[src/rtl/accum_sum_fifo.sv]
// Sum-capture FIFO behind the Data/RegSum accumulator: stores Data+RegSum with carry,
// presents entries on a registered valid/ready head, and tracks sticky overflow/drop stats.
module accum_sum_fifo #(
    parameter int WIDTH = 4,
    parameter int DEPTH = 4,
    parameter int CNT_W = 8
) (
    input  logic                     Clock,
    input  logic                     Reset,
    input  logic [WIDTH-1:0]         Data,
    input  logic [WIDTH-1:0]         RegSum,
    input  logic                     InValid,
    output logic [WIDTH:0]           OutData,
    output logic                     OutValid,
    input  logic                     OutReady,
    output logic [$clog2(DEPTH):0]   Count,
    output logic                     Full,
    output logic                     Empty,
    output logic                     Overflow,
    output logic [CNT_W-1:0]         DropCount,
    input  logic                     ClearStats
);

    localparam int AW = $clog2(DEPTH);
    localparam int CW = AW + 1;

    logic [WIDTH:0]   r_mem [DEPTH];
    logic [AW-1:0]    r_wr_ptr;
    logic [AW-1:0]    r_rd_ptr;
    logic [CW-1:0]    r_count;
    logic [WIDTH:0]   r_out_data;
    logic             r_overflow;
    logic [CNT_W-1:0] r_drop_cnt;

    logic             w_full;
    logic             w_empty;
    logic             w_pop;
    logic             w_push;
    logic             w_drop;
    logic [WIDTH:0]   w_entry;
    logic [AW-1:0]    w_rd_next;
    logic [WIDTH:0]   w_head_next;

    assign w_full    = (r_count == CW'(DEPTH));
    assign w_empty   = (r_count == '0);
    assign w_pop     = !w_empty & OutReady;
    assign w_push    = InValid & (!w_full | w_pop);
    assign w_drop    = InValid & w_full & !w_pop;
    assign w_entry   = {1'b0, Data} + {1'b0, RegSum};
    assign w_rd_next = r_rd_ptr + AW'(1);

    // Head register is preloaded with whatever entry will be at the read pointer after
    // this edge, so a lone entry replaced by a same-cycle push appears with no bubble.
    always_comb begin
        w_head_next = r_out_data;
        if (w_pop) begin
            if (r_count == CW'(1))
                w_head_next = w_push ? w_entry : '0;
            else
                w_head_next = r_mem[w_rd_next];
        end else if (w_empty && w_push) begin
            w_head_next = w_entry;
        end
    end

    always_ff @(posedge Clock) begin
        if (w_push)
            r_mem[r_wr_ptr] <= w_entry;
    end

    always_ff @(posedge Clock) begin
        if (!Reset) begin
            r_wr_ptr   <= '0;
            r_rd_ptr   <= '0;
            r_count    <= '0;
            r_out_data <= '0;
            r_overflow <= 1'b0;
            r_drop_cnt <= '0;
        end else begin
            if (w_push)
                r_wr_ptr <= r_wr_ptr + AW'(1);
            if (w_pop)
                r_rd_ptr <= w_rd_next;
            if (w_push && !w_pop)
                r_count <= r_count + CW'(1);
            else if (w_pop && !w_push)
                r_count <= r_count - CW'(1);
            r_out_data <= w_head_next;

            if (ClearStats) begin
                r_overflow <= 1'b0;
                r_drop_cnt <= '0;
            end else begin
                if (w_push && w_entry[WIDTH])
                    r_overflow <= 1'b1;
                if (w_drop && (r_drop_cnt != '1))
                    r_drop_cnt <= r_drop_cnt + CNT_W'(1);
            end
        end
    end

    assign OutData   = r_out_data;
    assign OutValid  = !w_empty;
    assign Count     = r_count;
    assign Full      = w_full;
    assign Empty     = w_empty;
    assign Overflow  = r_overflow;
    assign DropCount = r_drop_cnt;

endmodule

[config.mk]
export PLATFORM = sky130hd
export DESIGN_NAME = accum_sum_fifo
export DESIGN_NICKNAME = d
export VERILOG_FILES = /design/src/rtl/accum_sum_fifo.sv
export SDC_FILE = /design/constraint.sdc
export NUM_CORES = 1
export LEC_CHECK = 0
export CELL_PAD_IN_SITES_DETAIL_PLACEMENT = 0
export CELL_PAD_IN_SITES_GLOBAL_PLACEMENT = 1
export CORE_UTILIZATION = 47
export CTS_BUF_LIST = sky130_fd_sc_hd__clkbuf_8
export DETAILED_ROUTE_END_ITERATION = 10
export PLACE_DENSITY = 0.95
export SYNTH_ARGS = -nofsm -noshare
export SYNTH_HDL_FRONTEND = slang
export SYNTH_SLANG_ARGS = --single-unit
[constraint.sdc]
create_clock -name Clock -period 4.5 [get_ports Clock]
set_input_delay 0.45 -clock Clock [delete_from_list [all_inputs] [get_ports Clock]]
set_output_delay 0.45 -clock Clock [all_outputs]
set_load 0.03 [all_outputs]
==> impl_metrics.env, run 1 <==
export IMPL_r2r_end="Count[2]"
export IMPL_relSlewSlack_pct=59.9
export IMPL_drt_iter0_drc=72
export IMPL_ys_warn_count=0
export IMPL_syn_area_per_cell_um2=11.6
export IMPL_core_region_area_mm2=0.00406
export IMPL_route_vias_total=1351
export IMPL_synth_edff_count=20
export IMPL_cts_buffers=5
export IMPL_p_comb_share_pct=38.7
export IMPL_overflow=0
export IMPL_ys_ff_latch=41
export IMPL_worstHoldPathType="flop to flop"
export IMPL_timing_critical_path_to="Count[2]"
export IMPL_detail_route_wl_per_cell_um=14.8
export IMPL_die_w_um=67.4
export IMPL_cts_tree="built"
export IMPL_max_freq_mhz=406
export IMPL_synthDominantCellAreaShare_pct=29.9
export IMPL_dr_pass1_iters=4
export IMPL_cp_end_kind="flop"
export IMPL_ctsResizeCount=0
export IMPL_synthArstFlopShare_pct=0
export IMPL_r2r_start="Count[0]"
export IMPL_rsz0062_at_grt="no"
export IMPL_place_area_mm2=0.00237
export IMPL_cp_max_fo=8
export IMPL_cts_htree_levels=2
export IMPL_yosys_area_top_type="edfxtp_1"
export IMPL_drt_wl_total_mm=3.81
export IMPL_stdcell_area_mm2=0.00247
export IMPL_seq_area_frac_synth_pct=50.7
export IMPL_num_antenna_cells=0
export IMPL_status="finished, final reports clean"
export IMPL_grt_pass1_vias=1294
export IMPL_crit_path_start_kind="flop"
export IMPL_antenna_found_initial=0
export IMPL_postRouteAntennaNets=0
export IMPL_crit_type="flop to flop"
export IMPL_clock_latency_ps=290
export IMPL_syn_inst=173
export IMPL_drv_slew=0
export IMPL_finalCritPeriodShare_pct=54.8
export IMPL_synth_cell_types=40
export IMPL_final_setup_tns_ps=0
export IMPL_clock_sinks=41
export IMPL_worstPathRequired_ps=4730
export IMPL_fin_nets=234
export IMPL_cts_root_buf="clkbuf_8"
export IMPL_io_buffers=32
export IMPL_track_usage_pct=19.4
export IMPL_ioPinCount=33
export IMPL_p_int_uw=839
export IMPL_die_area_mm2=0.00455
export IMPL_cts_hold_buffers_added=0
export IMPL_synth_area_mm2=0.00201
export IMPL_clockBufferDepth=2
export IMPL_num_rows=23
export IMPL_pwr_share_seq_pct=39.4
export IMPL_power_share_switching_pct=35.1
export IMPL_setup_violations=0
export IMPL_drive_gt1_share_pct=8.70
export IMPL_drc_errors=0
export IMPL_start_util_pct=49.6
export IMPL_startpoint="Count[0]"
export IMPL_finalHoldViolCount=0
export IMPL_dp_hpwl_mm=3.02
export IMPL_cts_clk_slew_worst_paths_ps=80
export IMPL_mostFrequentLayoutCell="clkdlybuf4s50_1"
export IMPL_grt_max_degree=13
export IMPL_grt_pass1_wl_mm=6.31
export IMPL_finClkSkew_ps=6.71
export IMPL_cts_setup_buffers=0
export IMPL_clkPwrFrac_pct=21.8
export IMPL_post_route_min_period_ps=2470
export IMPL_synthToLayoutAreaGrowth_pct=23.0
export IMPL_rr_worst_depth=8
export IMPL_syn_nets=201
export IMPL_peakVddDrop_mv=0.173
export IMPL_tightest_slew_ps=595
export IMPL_final_cell_mix="clkdlybuf4s50_1, dfxtp_1, edfxtp_1"
export IMPL_p_leak_nw=0.931
export IMPL_synthFlopType="dfxtp_1"
export IMPL_vias_per_cell=5.26
export IMPL_final_util_pct=61.0
export IMPL_die_h_um=67.4
export IMPL_cap_violations=0
export IMPL_n_fill_cell=332
export IMPL_gp_congestion=0.864
export IMPL_synth_area_leaders="edfxtp_1, dfxtp_1, ha_1, mux4_2, xnor2_1"
export IMPL_p_per_area_mw_per_mm2=522
export IMPL_reg2reg_slack_ps=2030
export IMPL_switchingPower_uw=454
export IMPL_arrival_ps=2690
metrics by stage:
step	instances	hold WS [ps]	power, mW	setup slack (ps)
after CTS	257	497	1.31	2020
after global routing	257	527	1.38	1890
final	257	506	1.29	2030
after detailed placement	249	466	1.02	1860
after floorplan	173	514	0.852	2090
after global placement	249	481	0.998	1960
sequential cells by signal, indices dropped and copies added, names as in the netlist:
signal and count:
r_wr_ptr 2, r_mem 20, Overflow 1, DropCount 8
Count 3, OutData 5, r_rd_ptr 2
layer usage:
metal  share of wire [%]  up-vias  track usage [%]
li1                    -      667                -
met1                  43      646             23.3
met2                  51       30             32.0
met3                 3.3        8             4.56
met4                 2.4        0             10.4
met5                   0        -                0
cell type report:
class                   count  area, µm²  area share, %
multi-input cells         113        916           37.0
repair buffers             32        320           12.9
clock buffers               5       68.8           2.78
clock inverters             3       37.5           1.52
inverters                  13       48.8           1.97
well taps                  50       62.6           2.53
flip-flops and latches     41       1020           41.3
worst min path at each step:
stage                            from           to  slack, ps  cells after the start
after CTS                    Overflow     Overflow        500                      2
final                        Overflow     Overflow        510                      2
after global routing         Overflow     Overflow        530                      2
after detailed placement     Overflow     Overflow        470                      2
after global placement       Overflow     Overflow        480                      2
after floorplan           r_wr_ptr[1]  r_wr_ptr[1]        510                      2
synthesized netlist by cell type, types with 5 or more instances:
cell	count
dfxtp_1	21
edfxtp_1	20
ha_1	14
inv_1	12
nor2_1	12
nand2_1	10
a21oi_1	8
and2_1	8
o21ai_0	8
xnor2_1	7
xor2_1	6
mux4_2	5
nand2b_1	5
critical path: stages, from the launching register on:
cell     delay [ps]
dfxtp_1         430
inv_1            90
ha_1            280
nand2_1         120
nor2_1           70
nor2b_1         470
ha_1            390
or3_1           400
a21oi_1         150
power groups by stage:
stage	registers, mW	logic [mW]	clock network, mW
2_1_floorplan	0.551	0.300	0
3_3_place_gp	0.513	0.484	0
3_5_place_dp	0.519	0.502	0
4_1_cts	0.511	0.505	0.291
5_1_grt	0.520	0.546	0.312
6_report	0.510	0.500	0.282
cells by family (layout without fill, tap and decap cells):
| kind of cell | after synthesis | count (layout) | synth area share, % |
|---|---|---|---|
| AO/OA/AOI/OAI | 28 | 28 | 9.39 |
| AND/OR/NAND/NOR | 49 | 49 | 13.7 |
| flip-flops | 41 | 41 | 50.7 |
| adder cells (fa/ha/maj) | 15 | 15 | 9.70 |
| XOR/XNOR | 13 | 13 | 5.66 |
| multiplexers | 8 | 8 | 7.09 |
| buffers and inverters | 19 | 53 | 3.73 |
Note: power is estimated with default switching activity, not from simulation.
==> run 2: changes to the inputs <==
--- a/config.mk
+++ b/config.mk
@@ -7,10 +7,10 @@
 export LEC_CHECK = 0
 export CELL_PAD_IN_SITES_DETAIL_PLACEMENT = 0
 export CELL_PAD_IN_SITES_GLOBAL_PLACEMENT = 1
-export CORE_UTILIZATION = 47
+export CORE_UTILIZATION = 44
 export CTS_BUF_LIST = sky130_fd_sc_hd__clkbuf_8
 export DETAILED_ROUTE_END_ITERATION = 10
-export PLACE_DENSITY = 0.95
+export PLACE_DENSITY = 0.91
 export SYNTH_ARGS = -nofsm -noshare
 export SYNTH_HDL_FRONTEND = slang
 export SYNTH_SLANG_ARGS = --single-unit
==> constraint.sdc (replaced) <==
create_clock -name Clock -period 2.6 [get_ports Clock]
set_input_delay 0.26 -clock Clock [delete_from_list [all_inputs] [get_ports Clock]]
set_output_delay 0.26 -clock Clock [all_outputs]
set_load 0.03 [all_outputs]
==> run 2 against run 1 <==
Compared with the run above:
- core utilization is 4.5 points lower
- critical path depth is 3 lower
- register-to-register slack got worse by 1600 ps
- via count fell by 1.6%
- non-clock buffer count is 1 higher
- cell count increased by 1.2%
- first-iteration DRC count is 2.8% lower
==> impl_metrics.env, run 2 (synthesized netlist as in run 1, its figures left out) <==
export IMPL_power_mw=2.19
export IMPL_die_w_um=69.6
export IMPL_largest_register="r_mem"
export IMPL_place_area_mm2=0.00238
export IMPL_die_h_um=69.6
export IMPL_finalHoldViolCount=0
export IMPL_drv_slew=0
export IMPL_min_from="Overflow"
export IMPL_fin_nets=235
export IMPL_cts_root_buf="clkbuf_8"
export IMPL_crit_path_start_kind="flop"
export IMPL_core_region_area_mm2=0.00438
export IMPL_p_per_area_mw_per_mm2=882
export IMPL_final_util_pct=56.5
export IMPL_peakVddDrop_mv=0.370
export IMPL_die_area_mm2=0.00485
export IMPL_largest_register_ffs=20
export IMPL_drc_errors=0
export IMPL_max_freq_mhz=448
export IMPL_drive_gt1_share_pct=10.1
export IMPL_ctsResizeCount=0
export IMPL_clock_sinks=41
export IMPL_vias_per_cell=5.12
export IMPL_tightest_slew_ps=486
export IMPL_worstHoldEndpoint="Overflow"
export IMPL_arrival_ps=1970
export IMPL_overflow=0
export IMPL_hold_ws_ps=527
export IMPL_io_buffers=32
export IMPL_dp_hpwl_mm=2.62
export IMPL_num_antenna_cells=0
export IMPL_status="finished, final reports clean"
export IMPL_grt_pass1_vias=1251
export IMPL_clock_latency_ps=300
export IMPL_start_util_pct=45.9
export IMPL_top_usage_layer="met2"
export IMPL_cts_setup_buffers=0
export IMPL_cts_buffers=5
export IMPL_p_leak_nw=0.930
export IMPL_postRouteAntennaNets=0
export IMPL_finClkSkew_ps=7.88
export IMPL_cp_slowest_cell="clkdlybuf4s50_1"
export IMPL_relSlewSlack_pct=67.2
export IMPL_grt_max_degree=17
export IMPL_min_delay_path_depth=2
export IMPL_cp_max_fo=5
export IMPL_reg2reg_slack_ps=480
export IMPL_rsz0062_at_grt="no"
export IMPL_finalCritPeriodShare_pct=85.9
export IMPL_cp_cell_sequence="inv_1, ha_1, nand2b_1, inv_1, clkdlybuf4s50_1"
export IMPL_cp_end_kind="output port"
export IMPL_route_vias_total=1330
export IMPL_gr_usage_met3_pct=4.22
export IMPL_worstHoldPathType="flop to flop"
export IMPL_stdcell_area_mm2=0.00248
export IMPL_setup_violations=0
export IMPL_use_met2_pct=25.9
export IMPL_dr_pass1_iters=4
export IMPL_post_route_min_period_ps=2230
export IMPL_gp_congestion=0.722
export IMPL_r2r_start="Count[0]"
export IMPL_cap_violations=0
export IMPL_drt_wl_total_mm=3.56
export IMPL_clockBufferDepth=2
export IMPL_cts_hold_buffers_added=0
export IMPL_critPathMaxStageDelay_ps=690
export IMPL_rr_worst_depth=8
export IMPL_final_cell_mix="clkdlybuf4s50_1, dfxtp_1, edfxtp_1"
export IMPL_antenna_found_initial=0
export IMPL_mostFrequentLayoutCell="clkdlybuf4s50_1"
export IMPL_detail_route_wl_per_cell_um=13.7
export IMPL_r2r_end="Count[2]"
export IMPL_crit_type="flop to output port"
export IMPL_use_met1_pct=20.6
export IMPL_drt_iter0_drc=70
export IMPL_crit_top_cell="inv_1"
export IMPL_cts_tree="built"
export IMPL_cts_htree_levels=2
export IMPL_track_usage_pct=16.0
export IMPL_worstPathRequired_ps=2340
export IMPL_cts_clk_slew_worst_paths_ps=90
export IMPL_grt_pass1_wl_mm=6.06
export IMPL_synthToLayoutAreaGrowth_pct=23.1
export IMPL_num_rows=24
export IMPL_ioPinCount=33
export IMPL_final_setup_tns_ps=0
-- run 2: cell types whose count changed in the layout (fill, tap and decap cells not counted) --
cell	delta
inv_6	+2
buf_4	+1
inv_8	+1
clkinv_1	-1
inv_1	-1
bufinv_16	-1
-- run 2: metal layers --
| layer | share of wire, % | routed length (µm) |
|---|---|---|
| met3 | 4.2 | 151 |
| met4 | 1.1 | 40 |
| met5 | 0 | 0 |
| met1 | 47 | 1660 |
| met2 | 48 | 1700 |
-- run 2: area by class of cell --
cell class                      count  area (µm²)
Inverter                           13        48.8
Multi-Input combinational cell    113         916
Clock inverter                      3        28.8
Fill cell                         401        1910
Clock buffer                        5        68.8
Sequential cell                    41        1020
Timing Repair Buffer               33         328
Tap cell                           52        65.1
-- run 2: worst max-delay path by stage --
| stage | start | endpoint | slack (ps) | cells past startpoint |
|---|---|---|---|---|
| floorplan | Count[0] | Count[2] | 190 | 8 |
| global placement | Count[0] | Count[2] | 530 | 8 |
| detailed placement | Data[0] | OutData[4] | 480 | 9 |
| CTS | Count[0] | Empty | 350 | 5 |
| global route | Count[0] | Empty | 230 | 5 |
| finish | Count[0] | Empty | 370 | 5 |
-- run 2: worst max-delay path: cells and delay by family, from the launching register on --
family | cells | cell delay, ps
buf+inv | 3 | 910
simple gates | 1 | 120
flops | 1 | 370
fa+ha+maj | 1 | 280
-- run 2: per-stage QoR --
| stage | cells | setup WS, ps |
|---|---|---|
| finish | 260 | 367 |
| global route | 260 | 227 |
| CTS | 260 | 355 |
| detailed placement | 252 | 475 |
| global placement | 252 | 530 |
| floorplan | 173 | 189 |
-- run 2: where the power goes --
group / leakage, nW / switching [mW] / total, mW / internal (mW)
clock network: 0.0511 / 0.248 / 0.451 / 0.202
registers: 0.356 / 0.0903 / 0.879 / 0.789
logic: 0.523 / 0.470 / 0.855 / 0.385
total: 0.930 / 0.808 / 2.19 / 1.38
==> run 3: changes to the inputs <==
--- a/config.mk
+++ b/config.mk
@@ -7,10 +7,12 @@
 export LEC_CHECK = 0
 export CELL_PAD_IN_SITES_DETAIL_PLACEMENT = 0
 export CELL_PAD_IN_SITES_GLOBAL_PLACEMENT = 1
+export CORE_ASPECT_RATIO = 1.2
 export CORE_UTILIZATION = 44
 export CTS_BUF_LIST = sky130_fd_sc_hd__clkbuf_8
 export DETAILED_ROUTE_END_ITERATION = 10
 export PLACE_DENSITY = 0.91
+export SLEW_MARGIN = 0
 export SYNTH_ARGS = -nofsm -noshare
 export SYNTH_HDL_FRONTEND = slang
 export SYNTH_SLANG_ARGS = --single-unit
==> run 3 against run 2 <==
Compared with the run above:
- clock-buffer cell count unchanged
- routed wire length increased by 0.53%
- flip-flop and latch count unchanged
- die area about the same
- clock skew decreased by 3.0 ps
- fmax decreased by 0.69%
- core utilization increased by 0.64 points
- setup slack got worse by 16 ps
- largest cell class unchanged
==> impl_metrics.env, run 3 (synthesized netlist as in run 1, its figures left out) <==
export IMPL_die_w_um=63.7
export IMPL_io_buffers=32
export IMPL_critPathMaxStageDelay_ps=690
export IMPL_drive_gt1_share_pct=9.62
export IMPL_numPlacedInstances=256
export IMPL_cts_root_buf="clkbuf_8"
export IMPL_instances_no_fill=264
export IMPL_start_util_pct=46.5
export IMPL_r2r_start="Count[0]"
export IMPL_post_route_min_period_ps=2250
export IMPL_min_delay_path_depth=2
export IMPL_power_mw=2.13
export IMPL_cp_end_kind="output port"
export IMPL_arrival_ps=1990
export IMPL_p_int_mw=1.36
export IMPL_drv_slew=0
export IMPL_die_area_mm2=0.00485
export IMPL_drt_iter0_drc=62
export IMPL_drt_wl_total_mm=3.58
export IMPL_finClkSkew_ps=4.89
export IMPL_n_fill_cell=370
export IMPL_dr_pass1_iters=4
export IMPL_switchingPower_uw=776
export IMPL_clock_sinks=41
export IMPL_reg2reg_slack_ps=460
export IMPL_peakVddDrop_mv=0.330
export IMPL_clockBufferDepth=2
export IMPL_final_util_pct=57.1
export IMPL_rsz0062_at_grt="no"
export IMPL_cts_buffers=5
export IMPL_grt_max_degree=14
export IMPL_p_comb_share_pct=40.0
export IMPL_final_cell_mix="clkdlybuf4s50_1, dfxtp_1, edfxtp_1"
export IMPL_antenna_found_initial=0
export IMPL_rr_worst_depth=8
export IMPL_status="finished, final reports clean"
export IMPL_power_share_switching_pct=36.3
export IMPL_postRouteAntennaNets=0
export IMPL_overflow=0
export IMPL_worstPathRequired_ps=2340
export IMPL_cts_htree_levels=2
export IMPL_dp_hpwl_mm=2.66
export IMPL_drc_errors=0
export IMPL_cts_hold_buffers_added=0
export IMPL_pwr_share_seq_pct=41.4
export IMPL_p_per_area_mw_per_mm2=864
export IMPL_clkPwrFrac_pct=18.6
export IMPL_cp_cell_sequence="inv_1, ha_1, nand2b_1, inv_1, clkdlybuf4s50_1"
export IMPL_ioPinCount=33
export IMPL_cts_tree="built"
export IMPL_setup_violations=0
export IMPL_route_vias_total=1330
export IMPL_finalHoldViolCount=0
export IMPL_vias_per_cell=5.04
export IMPL_largest_register="r_mem"
export IMPL_num_antenna_cells=0
export IMPL_crit_type="flop to output port"
export IMPL_gp_congestion=0.755
export IMPL_relSlewSlack_pct=66.8
export IMPL_cap_violations=0
export IMPL_detail_route_wl_per_cell_um=13.6
export IMPL_clock_latency_ps=290
export IMPL_ctsResizeCount=0
export IMPL_worstHoldPathType="flop to flop"
export IMPL_die_h_um=76.1
export IMPL_worstHoldEndpoint="Overflow"
export IMPL_cts_clk_slew_worst_paths_ps=70
export IMPL_crit_top_cell="inv_1"
export IMPL_p_leak_nw=0.921
export IMPL_grt_pass1_wl_mm=6.29
export IMPL_r2r_end="Count[2]"
export IMPL_finalCritPeriodShare_pct=86.5
export IMPL_max_freq_mhz=445
export IMPL_fin_nets=235
export IMPL_cp_max_fo=5
export IMPL_core_region_area_mm2=0.00433
export IMPL_track_usage_pct=16.9
export IMPL_final_setup_tns_ps=0
export IMPL_crit_path_start_kind="flop"
export IMPL_min_from="Overflow"
export IMPL_tightest_slew_ps=492
export IMPL_grt_pass1_vias=1330
export IMPL_cp_slowest_cell="clkdlybuf4s50_1"
export IMPL_synthToLayoutAreaGrowth_pct=22.8
export IMPL_cts_setup_buffers=0
export IMPL_mostFrequentLayoutCell="clkdlybuf4s50_1"
export IMPL_num_rows=26
export IMPL_largest_register_ffs=20
==> run 3: cell types whose count changed in the layout (fill, tap and decap cells not counted), sizes merged <==
| cell | previous run | this run |
|---|---|---|
| clkinvlp | 0 | 2 |
| inv | 16 | 14 |
==> run 3: how the worst max path moves through the flow <==
stage,endpoint,slack [ps],from
detailed placement,Count[2],470,Count[0]
global route,Empty,190,Count[0]
finish,Empty,350,Count[0]
global placement,Count[2],520,Count[0]
CTS,Empty,320,Count[0]
floorplan,Count[2],190,Count[0]
==> run 3: stage by stage <==
step / hold WS, ps / worst slack [ps] / area [µm²]
after floorplan: 514 / 189 / 2010
after global placement: 499 / 517 / 2380
after detailed placement: 492 / 472 / 2380
after CTS: 512 / 322 / 2470
after global routing: 552 / 192 / 2470
final: 500 / 351 / 2470
==> run 3: cell type report <==
class | instances | area, µm² | share of cell area (%)
sequential | 41 | 1020 | 41.3
clock buffer | 5 | 68.8 | 2.78
clock inverter | 3 | 18.8 | 0.759
inverter | 13 | 48.8 | 1.97
tap | 56 | 70.1 | 2.84
timing repair buffer | 33 | 328 | 13.3
multi-input combinational | 113 | 916 | 37.1
==> run 3: critical path, delay by kind of cell, from the launching register on <==
kind | cells | cell delay [ps]
AND/OR/NAND/NOR | 1 | 140
buffers and inverters | 3 | 920
flip-flops | 1 | 360
adder cells (fa/ha/maj) | 1 | 280
==> run 3: per-layer routing <==
metal | up-vias | wire length (µm) | global-route usage (%)
li1 | 668 | - | -
met4 | 0 | 35 | 6.82
met1 | 623 | 1690 | 22.0
met3 | 4 | 144 | 4.19
met2 | 35 | 1710 | 26.5
met5 | - | 0 | 0
==> run 3: power by group through the flow <==
stage	registers (mW)	logic [mW]	clock network (mW)
2_1_floorplan	0.954	0.520	0
3_3_place_gp	0.896	0.847	0
3_5_place_dp	0.898	0.856	0
4_1_cts	0.886	0.862	0.412
5_1_grt	0.899	0.940	0.438
6_report	0.883	0.854	0.397
